===== src/rtl/inner_function_pkg.sv =====
// Shared constants and state encoding for the inner_function pipeline blocks.
package inner_function_pkg;

    localparam int FP_ADD_LATENCY  = 11;
    localparam int FP_MULT_LATENCY = 5;
    localparam int CORDIC_LATENCY  = 16;

    localparam logic [31:0] FP_ZERO = 32'h0000_0000;
    localparam logic [31:0] FP_ONE  = 32'h3F80_0000;

    // Accumulator job states
    typedef enum logic [2:0] {
        ST_IDLE    = 3'd0,
        ST_ACCUM   = 3'd1,
        ST_COLLECT = 3'd2,
        ST_REDUCE  = 3'd3,
        ST_DONE    = 3'd4
    } acc_state_t;

endpackage


===== src/rtl/inner_function_accumulator_if.sv =====
// Job/stream interface between the inner_function pipeline and its accumulator.
//
// Handshake: in_valid is a one-cycle "item done" pulse from the producer.
// An item is consumed on a clock edge where in_valid && in_ready && clk_en;
// the producer never stalls on in_ready, so items offered while in_ready is
// low are simply dropped. in_last is only meaningful together with in_valid.
// start is a one-cycle pulse; done is a one-cycle pulse with sum valid and
// held until the next accepted start.
interface inner_function_accumulator_if;
    logic        start;
    logic        in_valid;
    logic [31:0] in_data;
    logic        in_last;
    logic        in_ready;
    logic        busy;
    logic [31:0] sum;
    logic        done;

    modport master (
        output start, in_valid, in_data, in_last,
        input  in_ready, busy, sum, done
    );

    modport slave (
        input  start, in_valid, in_data, in_last,
        output in_ready, busy, sum, done
    );
endinterface


===== src/rtl/fp_addsub_custom.sv =====
// Fully pipelined IEEE-754 single add/subtract, round-to-nearest-even.
// add_sub = 1 adds, 0 subtracts. Data pipeline has no reset.
module fp_addsub_custom #(
    parameter int LATENCY = 11
) (
    input  logic        clock,
    input  logic        clk_en,
    input  logic        add_sub,
    input  logic [31:0] dataa,
    input  logic [31:0] datab,
    output logic [31:0] result
);
    localparam logic [31:0] QNAN = 32'h7FC0_0000;

    logic [31:0] pipe [LATENCY];

    function automatic logic [31:0] fp_add(input logic [31:0] x, input logic [31:0] y);
        logic [31:0] p, q;
        logic [7:0]  ep, eq, d;
        logic [26:0] ap, aq, aq_sh;
        logic [27:0] s;
        logic [9:0]  er;
        logic [24:0] mr;
        logic        up;
        if (x[30:23] == 8'hFF || y[30:23] == 8'hFF) begin
            if ((x[30:23] == 8'hFF && x[22:0] != 23'd0) || (y[30:23] == 8'hFF && y[22:0] != 23'd0))
                return QNAN;
            if (x[30:23] == 8'hFF && y[30:23] == 8'hFF && x[31] != y[31])
                return QNAN;
            return (x[30:23] == 8'hFF) ? x : y;
        end
        // p carries the larger magnitude so the difference is never negative
        if (x[30:0] < y[30:0]) begin
            p = y;
            q = x;
        end else begin
            p = x;
            q = y;
        end
        ep = (p[30:23] == 8'd0) ? 8'd1 : p[30:23];
        eq = (q[30:23] == 8'd0) ? 8'd1 : q[30:23];
        d  = ep - eq;
        ap = {p[30:23] != 8'd0, p[22:0], 3'b000};
        aq = {q[30:23] != 8'd0, q[22:0], 3'b000};
        if (d >= 8'd27) begin
            aq_sh = {26'd0, aq != 27'd0};
        end else begin
            aq_sh    = aq >> d;
            aq_sh[0] = aq_sh[0] | ((aq & ((27'd1 << d) - 27'd1)) != 27'd0);
        end
        if (p[31] == q[31]) s = {1'b0, ap} + {1'b0, aq_sh};
        else                s = {1'b0, ap} - {1'b0, aq_sh};
        // exact cancellation gives +0; only -0 + -0 keeps the sign
        if (s == 28'd0) return (p[31] == q[31]) ? {p[31], 31'd0} : 32'd0;
        er = {2'b00, ep};
        if (s[27]) begin
            s  = {1'b0, s[27:2], s[1] | s[0]};
            er = er + 10'd1;
        end else begin
            for (int i = 0; i < 26; i++) begin
                if (!s[26] && er > 10'd1) begin
                    s  = s << 1;
                    er = er - 10'd1;
                end
            end
        end
        up = s[2] & (s[3] | s[1] | s[0]);
        mr = {1'b0, s[26:3]} + {24'd0, up};
        if (mr[24]) begin
            mr = {1'b0, mr[24:1]};
            er = er + 10'd1;
        end
        if (er >= 10'd255) return {p[31], 8'hFF, 23'd0};
        return {p[31], mr[23] ? er[7:0] : 8'h00, mr[22:0]};
    endfunction

    // Compute in stage 0, then delay through the remaining stages
    always_ff @(posedge clock) begin
        if (clk_en) begin
            pipe[0] <= fp_add(dataa, add_sub ? datab : {~datab[31], datab[30:0]});
            for (int i = 1; i < LATENCY; i++) pipe[i] <= pipe[i-1];
        end
    end

    assign result = pipe[LATENCY-1];

endmodule


===== src/rtl/inner_function_accumulator.sv =====
// Sums one job of float results using FP_ADD_LATENCY partial sums that
// circulate through a single pipelined adder, then reduces them serially
// in a fixed order so the result is bit-reproducible.
module inner_function_accumulator
    import inner_function_pkg::*;
(
    input  logic                          clock,
    input  logic                          reset_n,
    input  logic                          clk_en,
    inner_function_accumulator_if.slave   acc_if,
    output acc_state_t                    dbg_state
);
    localparam int L  = FP_ADD_LATENCY;
    localparam int CW = $clog2(L + 1);

    acc_state_t  state, state_nx;
    logic [L-1:0]  live;        // live[L-1] marks the slot now at the adder output
    logic [CW-1:0] cnt;         // COLLECT slot index, REDUCE wait phase
    logic [CW-1:0] step;        // REDUCE: index of pbuf being added
    logic [31:0]   pbuf [L];
    logic [31:0]   acc, sum_q, add_a, add_b, add_res;
    logic          live_out, collect_end, reduce_end;

    assign live_out    = live[L-1];
    assign collect_end = (state == ST_COLLECT) && (cnt == CW'(L - 1));
    assign reduce_end  = (state == ST_REDUCE) && (step == CW'(L - 1)) && (cnt == CW'(L));

    // State register: reset wins over clk_en, otherwise hold when disabled
    always_ff @(posedge clock) begin
        if (!reset_n)    state <= ST_IDLE;
        else if (clk_en) state <= state_nx;
    end

    // Next-state logic
    always_comb begin
        state_nx = state;
        case (state)
            ST_IDLE:    if (acc_if.start) state_nx = ST_ACCUM;
            ST_ACCUM:   if (acc_if.in_valid && acc_if.in_last) state_nx = ST_COLLECT;
            ST_COLLECT: if (collect_end) state_nx = ST_REDUCE;
            ST_REDUCE:  if (reduce_end) state_nx = ST_DONE;
            ST_DONE:    state_nx = acc_if.start ? ST_ACCUM : ST_IDLE;
            default:    state_nx = ST_IDLE;
        endcase
    end

    // State-decoded outputs
    always_comb begin
        acc_if.in_ready = (state == ST_ACCUM);
        acc_if.busy     = (state == ST_ACCUM) || (state == ST_COLLECT) || (state == ST_REDUCE);
        acc_if.done     = (state == ST_DONE);
        dbg_state       = state;
    end

    // Adder operand select: circulate partials in ACCUM, drain with zeros in
    // COLLECT, one issue per serial step in REDUCE
    always_comb begin
        add_a = FP_ZERO;
        add_b = FP_ZERO;
        case (state)
            ST_ACCUM: begin
                add_a = acc_if.in_valid ? acc_if.in_data : FP_ZERO;
                add_b = live_out ? add_res : FP_ZERO;
            end
            ST_REDUCE: begin
                if (cnt == '0) begin
                    add_a = acc;
                    add_b = pbuf[step];
                end
            end
            default: ;
        endcase
    end

    // Live mask, counters, reduction accumulator and the published sum
    always_ff @(posedge clock) begin
        if (!reset_n) begin
            live  <= '0;
            cnt   <= '0;
            step  <= '0;
            acc   <= FP_ZERO;
            sum_q <= FP_ZERO;
        end else if (clk_en) begin
            if (state_nx == ST_ACCUM && state != ST_ACCUM) live <= '0;
            else live <= {live[L-2:0], state == ST_ACCUM};
            case (state)
                ST_COLLECT: begin
                    cnt <= collect_end ? '0 : cnt + CW'(1);
                    if (collect_end) begin
                        acc  <= pbuf[0];
                        step <= CW'(1);
                    end
                end
                ST_REDUCE: begin
                    if (cnt == CW'(L)) begin
                        cnt  <= '0;
                        step <= step + CW'(1);
                        acc  <= add_res;
                    end else begin
                        cnt <= cnt + CW'(1);
                    end
                    if (reduce_end) sum_q <= add_res;
                end
                default: cnt <= '0;
            endcase
        end
    end

    // Capture each slot as it leaves the adder; dead slots read as +0
    always_ff @(posedge clock) begin
        if (reset_n && clk_en && state == ST_COLLECT) pbuf[cnt] <= live_out ? add_res : FP_ZERO;
    end

    assign acc_if.sum = sum_q;

    fp_addsub_custom #(.LATENCY(L)) u_add (
        .clock   (clock),
        .clk_en  (clk_en),
        .add_sub (1'b1),
        .dataa   (add_a),
        .datab   (add_b),
        .result  (add_res)
    );

endmodule


===== src/flat_wrapper.sv =====
// flat-port wrapper written by rule: the top's interface ports become plain ports
module inner_function_accumulator_flat import inner_function_pkg::*;
  (clock, reset_n, clk_en, dbg_state, acc_if_start, acc_if_in_valid, acc_if_in_data, acc_if_in_last, acc_if_in_ready, acc_if_busy, acc_if_sum, acc_if_done);
  inner_function_accumulator_if acc_if_i ();
  input  logic clock;
  input  logic reset_n;
  input  logic clk_en;
  output acc_state_t dbg_state;
  input wire logic [$bits(acc_if_i.start)-1:0] acc_if_start;
  input wire logic [$bits(acc_if_i.in_valid)-1:0] acc_if_in_valid;
  input wire logic [$bits(acc_if_i.in_data)-1:0] acc_if_in_data;
  input wire logic [$bits(acc_if_i.in_last)-1:0] acc_if_in_last;
  output wire logic [$bits(acc_if_i.in_ready)-1:0] acc_if_in_ready;
  output wire logic [$bits(acc_if_i.busy)-1:0] acc_if_busy;
  output wire logic [$bits(acc_if_i.sum)-1:0] acc_if_sum;
  output wire logic [$bits(acc_if_i.done)-1:0] acc_if_done;
  assign acc_if_i.start = acc_if_start;
  assign acc_if_i.in_valid = acc_if_in_valid;
  assign acc_if_i.in_data = acc_if_in_data;
  assign acc_if_i.in_last = acc_if_in_last;
  assign acc_if_in_ready = acc_if_i.in_ready;
  assign acc_if_busy = acc_if_i.busy;
  assign acc_if_sum = acc_if_i.sum;
  assign acc_if_done = acc_if_i.done;
  inner_function_accumulator u_core (.clock(clock), .reset_n(reset_n), .clk_en(clk_en), .acc_if(acc_if_i), .dbg_state(dbg_state));
endmodule

===== config.mk =====
export PLATFORM = sky130hd
export DESIGN_NAME = inner_function_accumulator_flat
export DESIGN_NICKNAME = d
export VERILOG_FILES = /design/src/rtl/inner_function_pkg.sv /design/src/rtl/inner_function_accumulator_if.sv /design/src/rtl/fp_addsub_custom.sv /design/src/rtl/inner_function_accumulator.sv /design/src/flat_wrapper.sv
export SDC_FILE = /design/constraint.sdc
export NUM_CORES = 2
export LEC_CHECK = 0
export ABC_CLOCK_PERIOD_IN_PS = 95700
export CORE_AREA = 2 2 420 422
export CTS_CLUSTER_SIZE = 30
export DETAILED_ROUTE_END_ITERATION = 12
export DIE_AREA = 0 0 422 424
export PLACE_DENSITY_LB_ADDON = 0.12
export SETUP_SLACK_MARGIN = 0.15
export SLEW_MARGIN = 20
export SYNTH_ARGS = -nofsm -noshare
export SYNTH_HDL_FRONTEND = slang
export SYNTH_SLANG_ARGS = --single-unit

===== constraint.sdc =====
create_clock -name clock -period 95.7 [get_ports clock]
set_clock_uncertainty 0.05 [all_clocks]
set_input_delay 19.14 -clock clock [delete_from_list [all_inputs] [get_ports clock]]
set_output_delay 19.14 -clock clock [all_outputs]
set_load 0.05 [all_outputs]

==> summary.txt <==
Setup path
  – R2R depth: 238
  – Top delay family on crit path: compound AO/OA/AOI/OAI gates
  – Crit. End Element: flop
  – Critical-path maximum fanout: 48
  – Critical path arrival: 84.92 ns
  – Max stage delay on crit path: ~0.9 ns
  – CP max stage cell: a31oi_4
  – WP data required: 96.05 ns
  – Critical path type: in2reg
  – Cell mode on critical path: ha_1
  – FF-to-FF setup slack: 27.86 ns
  – Reg2reg end: u_core.u_add.pipe[0][21]
  – CP Buf/Inv Count: a little over 40
  – Critical Path Start Type: input pin

Floorplanning
  – Die width: about 420 µm
  – Initial Util: 0.3463
  – Chip height: 424 µm
  – Die area: 0.1789 mm²
  – FP Rows: roughly 150
  – Num ports: 76
  – Core box area: around 0.17 mm²

Placed design
  – Routability cong.: 0.9606
  – Port Buffers: 75
  – HPWL Detailed: 153,700 µm

Status
  – Status: finished clean

Clocking
  – CTS Buffer Depth: 3
  – Clock latency on the worst-skew pair: 0.69 ns
  – Htree depth: 3
  – TritonCTS clock tree: done
  – Clock sink total: approximately 790
  – Postcts setup bufs: 0
  – CTS resizes: 0
  – Num CTS Buffers: 79
  – Reg clk slew, reported paths: approximately 0.07 ns
  – Root buf cell: clkbuf_16
  – Cts hold-fix bufs: 0

Timing
  – Slew HR: 0.2136
  – Fmax: 0.01182 GHz
  – Worst-margin pin slew: between 1 and 1.5 ns
  – Crit path time final: around 85 ns
  – Final setup vio count: 0
  – Total negative slack: 0 ns
  – Unrepaired setup endpoints after global routing: no
  – Final slew viol count: 0
  – Final Hold Viols: 0
  – Tcrit/Tclk final: 0.8837

Logic synthesis
  – Cell taking the most area after synthesis: edfxtp_1
  – Top-area cell type share of the netlist area: 0.3489
  – Asr flop ratio synth: 0
  – Synth Register Bits: roughly 800
  – Top cells by area, synth: edfxtp_1, mux2i_1, nand2_1, a21oi_1, nor2_1
  – Synthesized area: 0.06059 mm²
  – Cell variety after synth: approximately 170
  – Mapped Avg Cell Area: 9.366 µm²
  – Yosys warnings: 0
  – Number of synthesized flops with an enable pin: 704
  – Register area share after synthesis: 0.3786
  – Post-Synthesis Cells: 6,469
  – Synthesized net count: 6,655
  – Main synth FF type: edfxtp_1

GRT
  – First-pass GRT wire length: 311,600 µm
  – Met2 Usage GRT: 0.3698
  – Gr ovfl total: 0
  – Pin count of the biggest net entering global routing: 129
  – Met1 usage: 0.3074
  – Vias in the first global route: 48,200
  – Met3 usage: 0.01921
  – Initial antenna violation count: 4
  – Gr busiest metal: met2
  – Tot GR Track Use: 0.2226

Finish
  – Area delta synth->final: 9.181%
  – Share of layout cells above drive strength 1: 0.1108
  – Antenna Cells: 0
  – Nets@finish: between 6,000 and 7,000

Detailed routing
  – Vias per cell: ~5.9
  – Antenna viol nets, final: 0
  – TritonRoute pass-1 iters: 5
  – Detailed router's first-iteration violation count: between 4,000 and 5,000
  – Via Count: 51,380
  – Residual DRC: 0
  – DR WL/cell: 23.65 µm
  – Routed WL: 207,700 µm

Flow run
  – Max capacitance violation total: 0

Worst hold path
  – Min-delay src: u_core.u_add.pipe[4][28]
  – Hold depth: 0
  – Hold path endpoint: u_core.u_add.pipe[5][28]
  – Hold WC Path Type: reg2reg
==> state kept, by name, summed over array words and instances, names as in the netlist, named ones only <==
signal and count:
u_core.pbuf 352, u_core.u_add.pipe 352, u_core.acc 32, u_core.acc_if.sum 32
u_core.live 11, u_core.cnt 4, u_core.step 4, u_core.dbg_state 3
==> routing by layer <==
metal  part of all wire  vias to the layer above  wire (µm)
li1                   -                    24400          -
met5                  0                        -          0
met4              0.030                        0       6304
met3              0.042                      236       8712
met1               0.46                    25330      95200
met2               0.47                     1419      97520
==> worst max path at each step <==
stage | start | to | slack (ns) | depth (start not counted)
2_1_floorplan | acc_if_in_valid | u_core.u_add.pipe[0][24] | 21.88 | 281
3_3_place_gp | acc_if_in_valid | u_core.u_add.pipe[0][22] | 12.33 | 243
3_5_place_dp | acc_if_in_valid | u_core.u_add.pipe[0][15] | 10.55 | 236
4_1_cts | acc_if_in_valid | u_core.u_add.pipe[0][15] | 10.97 | 236
5_1_grt | acc_if_in_valid | u_core.u_add.pipe[0][15] | 5.24 | 238
6_report | acc_if_in_valid | u_core.u_add.pipe[0][21] | 11.13 | 236
==> Yosys cell counts (all sizes together) (122+ instances only) <==
library cell and n:
nand2 738, edfxtp 704, nor2 651, a21oi 527, o21ai 424, mux2i 375, inv 193, clkbuf 189
nor3 175, buf 173, ha 146, nand3 143, xnor2 128, mux2 122
==> layout by cell type (no fill, tap or decap), types with 41 or more instances in the layout <==
cell and count:
a211oi_1 63, and3_1 56, o21ai_1 71, a311oi_1 41, mux4_2 75, o21ai_0 338
o211ai_1 76, nand3_1 134, inv_1 183, nand4_1 60, a31oi_1 56, mux2_2 80
nor2_1 635, o21a_1 55, mux2_1 42, nand2b_1 57, clkdlybuf4s50_1 74, or3_1 42
a21oi_1 501, nand2_1 732, edfxtp_1 704, dfxtp_1 88, buf_4 116, ha_1 146
clkbuf_16 79, and2_1 86, nor3_1 152, mux2i_1 372, nor4_1 53, xor2_1 47
a22oi_1 53, a21o_1 57, xnor2_1 123
==> kinds of logic (layout without fill, tap and decap cells) <==
group / after synthesis / count (layout) / synth area share
fa+ha+maj: 151 / 151 / 0.03133
compound gates: 1915 / 1915 / 0.2229
xor+xnor: 179 / 179 / 0.02738
buf+inv: 560 / 534 / 0.04186
mux: 572 / 572 / 0.1128
flops: 794 / 794 / 0.3786
simple gates: 2298 / 2298 / 0.1851
==> metrics by stage <==
step	setup WS, ns	instance area, µm²	hold WS (ns)	cells	utilization
floorplan	21.88	60590	0.3503	6469	-
global placement	12.33	63560	0.3502	8639	0.3633
detailed placement	10.55	63560	0.3545	8639	0.3633
CTS	10.97	66130	0.3112	8783	0.3780
global route	5.240	66150	0.3124	8783	0.3781
finish	11.13	66150	0.3194	8783	0.3781
==> cell type report <==
class	instances	area [µm²]
Timing Repair Buffer	192	1647
Multi-Input combinational cell	5115	35310
Clock buffer	100	2086
Sequential cell	794	22950
Fill cell	17760	108800
Inverter	198	743.2
Tap cell	2340	2928
Clock inverter	44	486.7
Power is not shown: default switching activity piles up to over one toggle a cycle in this logic, so the estimate is an artifact.
